**src/rtl/up_sample_if.sv**
```systemverilog
// up_sample_if: pixel-stream bundle for the up_sample block.
//
// Signals:
//   en_upsample - mode select (1: 2x upsample, 0: registered bypass)
//   data_in     - input pixel
//   valid_in    - data_in is valid this cycle
//   ready_in    - block can take a pixel this cycle
//   data_out    - output pixel
//   valid_out   - data_out is valid this cycle (no downstream backpressure)
//   row_done    - pulse with the last output pixel of each upsampled row pair
//
// Handshake: an input pixel transfers on a rising clk edge where
// valid_in && ready_in are both 1. valid_in may be asserted regardless of
// ready_in and the source holds data_in stable until the transfer. The output
// side has no ready: every cycle with valid_out=1 carries one pixel.
//
// Modports:
//   master - pixel source / sink side (testbench or upstream/downstream logic)
//   slave  - the up_sample block
interface up_sample_if #(
  parameter int DWIDTH = 8
);
  logic              en_upsample;
  logic [DWIDTH-1:0] data_in;
  logic              valid_in;
  logic              ready_in;
  logic [DWIDTH-1:0] data_out;
  logic              valid_out;
  logic              row_done;

  modport master (
    output en_upsample,
    output data_in,
    output valid_in,
    input  ready_in,
    input  data_out,
    input  valid_out,
    input  row_done
  );

  modport slave (
    input  en_upsample,
    input  data_in,
    input  valid_in,
    output ready_in,
    output data_out,
    output valid_out,
    output row_done
  );
endinterface

```
**src/rtl/up_sample.sv**
```systemverilog
// up_sample: nearest-neighbour 2x upsampler for pixel streams.
//
// A row of IN_W pooled pixels is collected into a line buffer (FILL), then
// replayed twice (EMIT_A, EMIT_B) with every pixel repeated twice, giving
// 4*IN_W contiguous output pixels per input row. With en_upsample low the
// block is a one-cycle registered pass-through.
//
// Ports:
//   clk       - single clock, rising edge
//   reset     - asynchronous, active-high reset
//   bus       - up_sample_if slave modport (mode, input handshake, output)
//   dbg_state - current FSM state (0: FILL, 1: EMIT_A, 2: EMIT_B)
//
// Handshake: input transfer on an edge where valid_in && ready_in. ready_in
// is high only in FILL; during EMIT_A/EMIT_B valid_in is ignored. The output
// stream is unthrottled.
module up_sample #(
  parameter int DWIDTH = 8,
  parameter int IN_W   = 14
) (
  input  logic        clk,
  input  logic        reset,
  up_sample_if.slave  bus,
  output logic [1:0]  dbg_state
);

  // Column counter covers 0..IN_W-1; the output counter covers 0..2*IN_W-1,
  // so it is always exactly one bit wider and its upper bits index the
  // line buffer directly (each pixel shown twice).
  localparam int IW = $clog2(IN_W);
  localparam int OW = IW + 1;

  localparam logic [IW-1:0] LAST_COL = IW'(IN_W - 1);
  localparam logic [OW-1:0] LAST_OUT = OW'(2 * IN_W - 1);

  typedef enum logic [1:0] {
    FILL   = 2'd0,
    EMIT_A = 2'd1,
    EMIT_B = 2'd2
  } state_t;

  state_t            state, state_nxt;
  logic [IW-1:0]     icol, icol_nxt;
  logic [OW-1:0]     ocnt, ocnt_nxt;
  logic              mode, mode_nxt;
  logic [DWIDTH-1:0] data_out_q, data_out_nxt;
  logic              valid_out_q, valid_out_nxt;
  logic              row_done_q, row_done_nxt;

  logic [DWIDTH-1:0] line_buf [IN_W];
  logic              buf_we;
  logic              cur_mode;
  logic              accept;

  // The mode is only open to change at a row boundary (FILL, column 0).
  // At that point en_upsample itself decides how this cycle's pixel is
  // handled, so the first pixel of a row already follows the new mode; for
  // the rest of the row the latched copy is used.
  assign cur_mode = (state == FILL && icol == '0) ? bus.en_upsample : mode;

  assign bus.ready_in = (state == FILL);
  assign accept       = bus.valid_in & bus.ready_in;

  // Next-state / next-output logic
  always_comb begin
    state_nxt     = state;
    icol_nxt      = icol;
    ocnt_nxt      = ocnt;
    mode_nxt      = mode;
    data_out_nxt  = data_out_q;
    valid_out_nxt = 1'b0;
    row_done_nxt  = 1'b0;
    buf_we        = 1'b0;

    unique case (state)
      FILL: begin
        if (icol == '0) begin
          mode_nxt = bus.en_upsample;
        end
        if (!cur_mode) begin
          // Bypass: register the input straight through.
          data_out_nxt  = bus.data_in;
          valid_out_nxt = bus.valid_in;
        end else if (accept) begin
          buf_we = 1'b1;
          if (icol == LAST_COL) begin
            icol_nxt  = '0;
            state_nxt = EMIT_A;
          end else begin
            icol_nxt = icol + 1'b1;
          end
        end
      end

      EMIT_A, EMIT_B: begin
        data_out_nxt  = line_buf[ocnt[OW-1:1]];
        valid_out_nxt = 1'b1;
        if (ocnt == LAST_OUT) begin
          ocnt_nxt = '0;
          if (state == EMIT_A) begin
            state_nxt = EMIT_B;
          end else begin
            state_nxt    = FILL;
            row_done_nxt = 1'b1;
          end
        end else begin
          ocnt_nxt = ocnt + 1'b1;
        end
      end

      default: begin
        state_nxt = FILL;
      end
    endcase
  end

  // State and output registers
  always_ff @(posedge clk or posedge reset) begin
    if (reset) begin
      state       <= FILL;
      icol        <= '0;
      ocnt        <= '0;
      mode        <= 1'b0;
      data_out_q  <= '0;
      valid_out_q <= 1'b0;
      row_done_q  <= 1'b0;
    end else begin
      state       <= state_nxt;
      icol        <= icol_nxt;
      ocnt        <= ocnt_nxt;
      mode        <= mode_nxt;
      data_out_q  <= data_out_nxt;
      valid_out_q <= valid_out_nxt;
      row_done_q  <= row_done_nxt;
    end
  end

  // Line buffer: contents are don't-care after reset, so no reset here.
  always_ff @(posedge clk) begin
    if (buf_we) begin
      line_buf[icol] <= bus.data_in;
    end
  end

  assign bus.data_out  = data_out_q;
  assign bus.valid_out = valid_out_q;
  assign bus.row_done  = row_done_q;
  assign dbg_state     = state;

endmodule

```
**src/flat_wrapper.sv**
```systemverilog
// flat-port wrapper written by rule: the top's interface ports become plain ports
module up_sample_flat 
#(
  parameter int DWIDTH = 8,
  parameter int IN_W   = 14
)
  (clk, reset, dbg_state, bus_en_upsample, bus_data_in, bus_valid_in, bus_ready_in, bus_data_out, bus_valid_out, bus_row_done);
  up_sample_if #(.DWIDTH(DWIDTH)) bus_i ();
  input  logic clk;
  input  logic reset;
  output logic [1:0] dbg_state;
  input wire logic [$bits(bus_i.en_upsample)-1:0] bus_en_upsample;
  input wire logic [$bits(bus_i.data_in)-1:0] bus_data_in;
  input wire logic [$bits(bus_i.valid_in)-1:0] bus_valid_in;
  output wire logic [$bits(bus_i.ready_in)-1:0] bus_ready_in;
  output wire logic [$bits(bus_i.data_out)-1:0] bus_data_out;
  output wire logic [$bits(bus_i.valid_out)-1:0] bus_valid_out;
  output wire logic [$bits(bus_i.row_done)-1:0] bus_row_done;
  assign bus_i.en_upsample = bus_en_upsample;
  assign bus_i.data_in = bus_data_in;
  assign bus_i.valid_in = bus_valid_in;
  assign bus_ready_in = bus_i.ready_in;
  assign bus_data_out = bus_i.data_out;
  assign bus_valid_out = bus_i.valid_out;
  assign bus_row_done = bus_i.row_done;
  up_sample #(.DWIDTH(DWIDTH), .IN_W(IN_W)) u_core (.clk(clk), .reset(reset), .bus(bus_i), .dbg_state(dbg_state));
endmodule
```
**config.mk**
```make
export PLATFORM = sky130hd
export DESIGN_NAME = up_sample_flat
export DESIGN_NICKNAME = d
export VERILOG_FILES = /design/src/rtl/up_sample_if.sv /design/src/rtl/up_sample.sv /design/src/flat_wrapper.sv
export SDC_FILE = /design/constraint.sdc
export NUM_CORES = 1
export LEC_CHECK = 0
export ABC_CLOCK_PERIOD_IN_PS = 3600
export BUFFER_PORTS_ARGS = -buffer_cell sky130_fd_sc_hd__buf_4
export CAP_MARGIN = 20
export CORE_MARGIN = 3
export CORE_UTILIZATION = 55
export CTS_BUF_LIST = sky130_fd_sc_hd__clkbuf_4
export DETAILED_ROUTE_END_ITERATION = 12
export PLACE_DENSITY = 0.79
export SLEW_MARGIN = 25
export SYNTH_ARGS = -nofsm -noshare
export SYNTH_HDL_FRONTEND = slang
export SYNTH_SLANG_ARGS = --single-unit
```
**constraint.sdc**
```tcl
create_clock -name clk -period 3.6 [get_ports clk]
set_input_delay 0.54 -clock clk [delete_from_list [all_inputs] [get_ports clk]]
set_output_delay 0.54 -clock clk [all_outputs]
set_load 0.1 [all_outputs]
```
# Word level (Yosys, flattened, before mapping)
# Memory sizes are Yosys's and may differ from the RTL's.
# Cells that the tools add are included.
[totals] register_bits=22 romBits=0 latchBits=0 n_memories=1 elab_cells=50 ramBits=112 output_inout_bits=13
[op_classes] div=0 eq_ne=9 n_mul=0 mux=21 bitwise=1 reduce_logical=9 shifts=0 n_addsub=2 n_lt_le_gt_ge=0
[memory_table] memory="u_core.line_buf" depth=14 word_bits=8 rd=1 rd_ports_with_merged_regs=0 write_ports=1 line_no="up_sample.sv:50" text="logic [DWIDTH-1:0] line_buf [IN_W];"
[op_table] cell="case mux 8 bit (2 select lines)" count=1
[op_table] cell="two-way mux 1 bit" count=10
[op_table] cell="two-way mux 2 bit" count=5
[op_table] cell="two-way mux 8 bit" count=1
[op_table] cell="inequality test 2 bit, second input constant" count=4
[op_table] cell="adder 5 x 1 -> 5 bit, second input constant" count=1
[op_table] cell="== test 5 bit, second input constant" count=1
[op_table] cell="two-way mux 5 bit" count=1
[op_table] cell="adder 4 x 1 -> 4 bit, second input constant" count=1
[op_table] cell="== test 4 bit, second input constant" count=1
[op_table] cell="zero test 4 bit" count=1
[op_table] cell="two-way mux 4 bit" count=1
[op_table] cell="case mux 2 bit (2 select lines)" count=1
[op_table] cell="AND reduction 2 bit" count=2
[op_table] cell="AND reduction 4 bit" count=1
[op_table] cell="AND reduction 3 bit" count=1
[op_table] cell="== test 2 x 1 -> 1 bit, second input constant" count=1
[op_table] cell="== test 2 bit, second input constant" count=1
[op_table] cell="zero test 2 bit" count=1
[op_table] cell="inequality test 2 x 1 -> 1 bit, second input constant" count=1
[op_table] cell="case mux 1 bit (2 select lines)" count=1
[op_table] cell="nonzero test 2 bit" count=1
[op_table] cell="OR reduction 2 bit" count=1
[op_table] cell="bitwise AND 1 bit" count=1
[op_table] cell="logical AND 1 bit" count=1

# Depth between registers and ports, before layout
[logic_depth] depth_word=7 mapped_depth=9 depth_no_buf=7

# Worst setup path after synthesis
# OpenSTA, ideal clock, no wires.
[synth_timing] path_type="register to register" start="register u_core.state[1] (netlist: u_core.dbg_state[1])" end="memory u_core.line_buf[12][0], enable pin" period_less_slack_ps=4119 t_arrival_ps=3724 setup_time_ps=395 path_slack_ps=-519 t_required_ps=3205 path_stages_with_launch=8 path_cell_list="dfrtp_1 -> inv_1 -> ha_1 -> inv_1 -> or3_1 -> buf_6 -> a21o_1 -> nor4_1"
[synth_via] elab_chain_cells=7
[synth_lines] item="start: declaration" line_no="up_sample.sv:42" text="state_t state, state_nxt;"
[synth_lines] item="start signal: assignment" line_no="up_sample.sv:128" text="state <= state_nxt;"
[synth_lines] item="zero test 2 bit (*)" line_no="up_sample.sv:61" text="assign bus.ready_in = (state == FILL);"
[synth_lines] item="named net bus_ready_in" line_no="flat_wrapper.sv:15" text="output wire logic [$bits(bus_i.ready_in)-1:0] bus_ready_in;"
[synth_lines] item="bitwise AND 1 bit or logical AND 1 bit (tied branches)" line_no="up_sample.sv:62, up_sample.sv:59"
[synth_lines] item="two-way mux 1 bit (on tied branches)" line_no="up_sample.sv:84, up_sample.sv:59"
[synth_lines] item="two-way mux 1 bit" line_no="up_sample.sv:80" text="if (!cur_mode) begin"
[synth_lines] item="two-way mux 1 bit (*)" line_no="up_sample.sv:75" text="unique case (state)"
[synth_lines] item="two-way mux 1 bit (*)" line_no="up_sample.sv:140" text="if (buf_we) begin"
[synth_lines] item="two-way mux 1 bit (not written as such) (*)" line_no="up_sample.sv:141" text="line_buf[icol] <= bus.data_in;"
[synth_lines] item="end: declaration" line_no="up_sample.sv:50"
# The timed path passes the listed nets; every way through them passes the cells marked *.

# Worst setup path in the final report
[layout_timing] start="register u_core.icol[0]" end="memory u_core.line_buf[11][7], enable pin"
[layout_via] elab_chain_cells=7
[layout_lines] item="start: declaration" line_no="up_sample.sv:43" text="logic [IW-1:0] icol, icol_nxt;"
[layout_lines] item="start signal: assignment" line_no="up_sample.sv:129" text="icol <= icol_nxt;"
[layout_lines] item="zero test 4 bit" line_no="up_sample.sv:59" text="assign cur_mode = (state == FILL && icol == '0) ? bus.en_upsample : mode;"
[layout_lines] item="logical AND 1 bit" line_no="up_sample.sv:59"
[layout_lines] item="two-way mux 1 bit" line_no="up_sample.sv:59"
[layout_lines] item="two-way mux 1 bit" line_no="up_sample.sv:80"
[layout_lines] item="two-way mux 1 bit" line_no="up_sample.sv:75"
[layout_lines] item="two-way mux 1 bit" line_no="up_sample.sv:140"
[layout_lines] item="two-way mux 1 bit (not written as such)" line_no="up_sample.sv:141"
# Parallel ways exist; a longest one is shown, timed or not.

==> results.txt <==
DP Worst Slack: 0.4916 ns
overall routing resource usage: 22.39%
post-CTS setup buffer count: 0
Wirelength per Cell: 22.36 microns
minimum clock period: 3.121 ns
P&R area growth vs syn: 11.53%
floorplan die width: 106.7 microns
share of cells above drive strength 1: 26.65%
vias in the first global route: 3220
CTS buffer count: 17
RSZ-0062 raised after global routing: false
max_slew headroom: 31.76%
Finished Core Util: 63.37%
Worst VDD drop: 0.5736 mV
reg2reg start: u_core.icol[0]
DRT iter0 DRCs: 292
asr flop ratio synth: 16.42%
die height: 106.7 microns
core area: 9819 sq um
DRT Pass-1 Iters: 5
Area contributors post-synth: edfxtp_1 (60%), dfrtp_1 (9.9%), mux4_2 (6.9%)
Synth Instances: 344
CTS tree: yes
Clk pwr share: 18.3%
Mapped Area: 5579 sq um
largest net degree at the start of global routing: 27
Crit. End Element: register
period utilisation layout: 86.70%
largest family of logic cells by synthesized area: multiplexers
worst slew pin tran: 1.024 ns
drt via density: 6.123
via count: 3227
PwrDens: 820.1 nW/um^2
worst skew pair latency: 0.51 ns
I/O pin total: 25
n_diodes: 0
simple-gate share of the synthesized area: 4.911%
Yosys reg bits: 134
Post-Synth XOR/XNOR Area: 0.1570%
NetSw: 2.114 mW
Remaining Overflow, GRT: 0
clk root buf: clkbuf_4
Yosys warnings: 0
Post-Syn Nets: 361
Flop pwr share: 40.8%
leakage power: 2.152 nW
Cell Rows: 36
Final setup viols: 0
post-route ant nets: 0
Final Skew: 0.02311 ns
top-area cell type share of the netlist area: 60.28%
Nets: 398
Compound-Gate Fraction of Synth Area: 8.971%
Detailed Place HPWL: 7758 microns
RD Place Congestion: 0.8939
post-synthesis cell type count: 42
initial antenna violation count: 0
first-pass GRT wire length: 18630 microns
number of max-cap violations: 0
die area: 11390 sq um
Clock Sinks: 134
critical path type: register to register
cell taking the most area after synthesis: edfxtp_1
HP Class: primary input to async pin
Worst-path clk slew: 0.11 ns
worst setup path startpoint: u_core.icol[0]
Mapped Avg Cell Area: 16.22 sq um
CTS Hold Bufs: 0
number of flops mapped to enable cells by yosys: 112
Critical Path AT: 3.25 ns
drc violations: 0
worst endpoint required time: 3.73 ns
status: finished clean
critical path fanouts, max: 12
CP Launch Type: register
final wirelength: 11780 microns
Hold Vio Cnt, Final: 0
total power draw: 5.103 mW
Layout fillers: 740
Fin Setup TNS: 0 ns
Comb power frac: 40.8%
Adder-Cell Fraction of Synth Area: 1.121%
sequential cell area fraction in the yosys report: 70.15%
number of gates resized after cts: 0
worst setup margin: 0.4787 ns
fmax: 320.4 MHz
Max Root-Sink Buffers: 2
Initial Utilization: 56.82%
Cell Int Power: 2.989 mW
switching share of power: 41.43%
Max Slew Vio Count: 0
ys flop type: edfxtp_1
mux cell area share after synthesis: 11.93%
IO buf count: 24
# H-tree levels: 4
[routing by layer]
metal / global-route usage [%] / vias to the layer above / share of wire [%]
met3: 5.178 / 20 / 7.6
li1: - / 1426 / -
met1: 30.62 / 1620 / 41
met4: 7.306 / 0 / 1.7
met5: 0 / - / 0
met2: 36.02 / 161 / 50
[area by class of cell]
| type | instances | area, sq um | area share (%) |
|---|---|---|---|
| Clock buffer | 20 | 150.1 | 2.413 |
| Clock inverter | 12 | 111.4 | 1.790 |
| Inverter | 17 | 63.81 | 1.026 |
| Multi-Input combinational cell | 173 | 1530 | 24.59 |
| Sequential cell | 134 | 3915 | 62.92 |
| Tap cell | 133 | 166.4 | 2.674 |
| Timing Repair Buffer | 38 | 285.3 | 4.585 |
[kinds of logic after synthesis]
kind of cell | Yosys count
flops | 134
compound gates | 68
simple gates | 55
mux | 44
buf+inv | 37
fa+ha+maj | 5
xor+xnor | 1
[registers in the layout, indices dropped and copies added (netlist names)]
signal / flops
u_core.bus.data_out: 8
u_core.bus.row_done: 1
u_core.bus.valid_out: 1
u_core.dbg_state: 2
u_core.icol: 4
u_core.line_buf: 112
u_core.mode: 1
u_core.ocnt: 5
[through the flow]
step	std cells	hold WS, ns	instance area, sq um
after detailed placement	495	0.4849	5961
after CTS	527	0.2041	6222
after global routing	527	0.2420	6222
after floorplan	344	0.4776	5598
after global placement	495	0.4755	5961
final	527	0.2039	6222
[critical path, cell delays in order (launching register included)]
cell and delay, ns:
dfrtp_1 0.54, or4_4 0.60, or3_1 0.44, a21oi_1 0.32, nand3b_1 0.22, nor2_1 0.63
[placed cells by master, fill, tap and decap left out, types with 6 or more instances in the layout]
cell      synthesis  layout
edfxtp_1        112     112
buf_4             0      38
o21ai_0          21      21
dfrtp_1          22      21
nor2_1           20      20
clkbuf_4          0      20
mux4_2           17      17
mux2i_1          17      17
inv_1            15      15
nand2_1          11      11
o221ai_1         11      11
mux2_2            8       8
o21a_1            7       7
nand2b_1          6       6
[final timing paths]
kind / endpoint / cells past startpoint / slack, ns
setup reg to reg: u_core.line_buf[11][7] / 5 / 0.48
max in group asynchronous: u_core.ocnt[1] / 2 / 2.82
min in group clk: u_core.line_buf[7][3] / 1 / 0.36
hold / removal: u_core.bus.valid_out / 2 / 0.20
hold reg to reg: u_core.bus.data_out[5] / 1 / 0.51
setup / recovery: u_core.line_buf[11][7] / 5 / 0.48
[power by group through the flow]
stage	clock network [mW]	registers [mW]	logic (mW)
after floorplan	0	2.39	1.25
after global placement	0	2.10	2.01
after detailed placement	0	2.12	2.06
after CTS	0.954	2.09	2.07
after global routing	1.01	2.12	2.21
final	0.936	2.08	2.08
[cell usage after synthesis (2+ instances only)]
library cell,instances
edfxtp_1,112
dfrtp_1,22
o21ai_0,21
nor2_1,20
mux2i_1,17
mux4_2,17
inv_1,15
clkbuf_1,13
nand2_1,11
o221ai_1,11
mux2_2,8
o21a_1,7
buf_2,6
nand2b_1,6
a211o_1,5
a21oi_1,5
ha_1,5
o311ai_0,5
o32ai_1,5
nor3_1,4
nand3_1,3
clkinv_1,2
mux2_1,2
nand3b_1,2
nor2b_1,2
o21ai_2,2
Note: power is estimated with default switching activity, not from simulation.
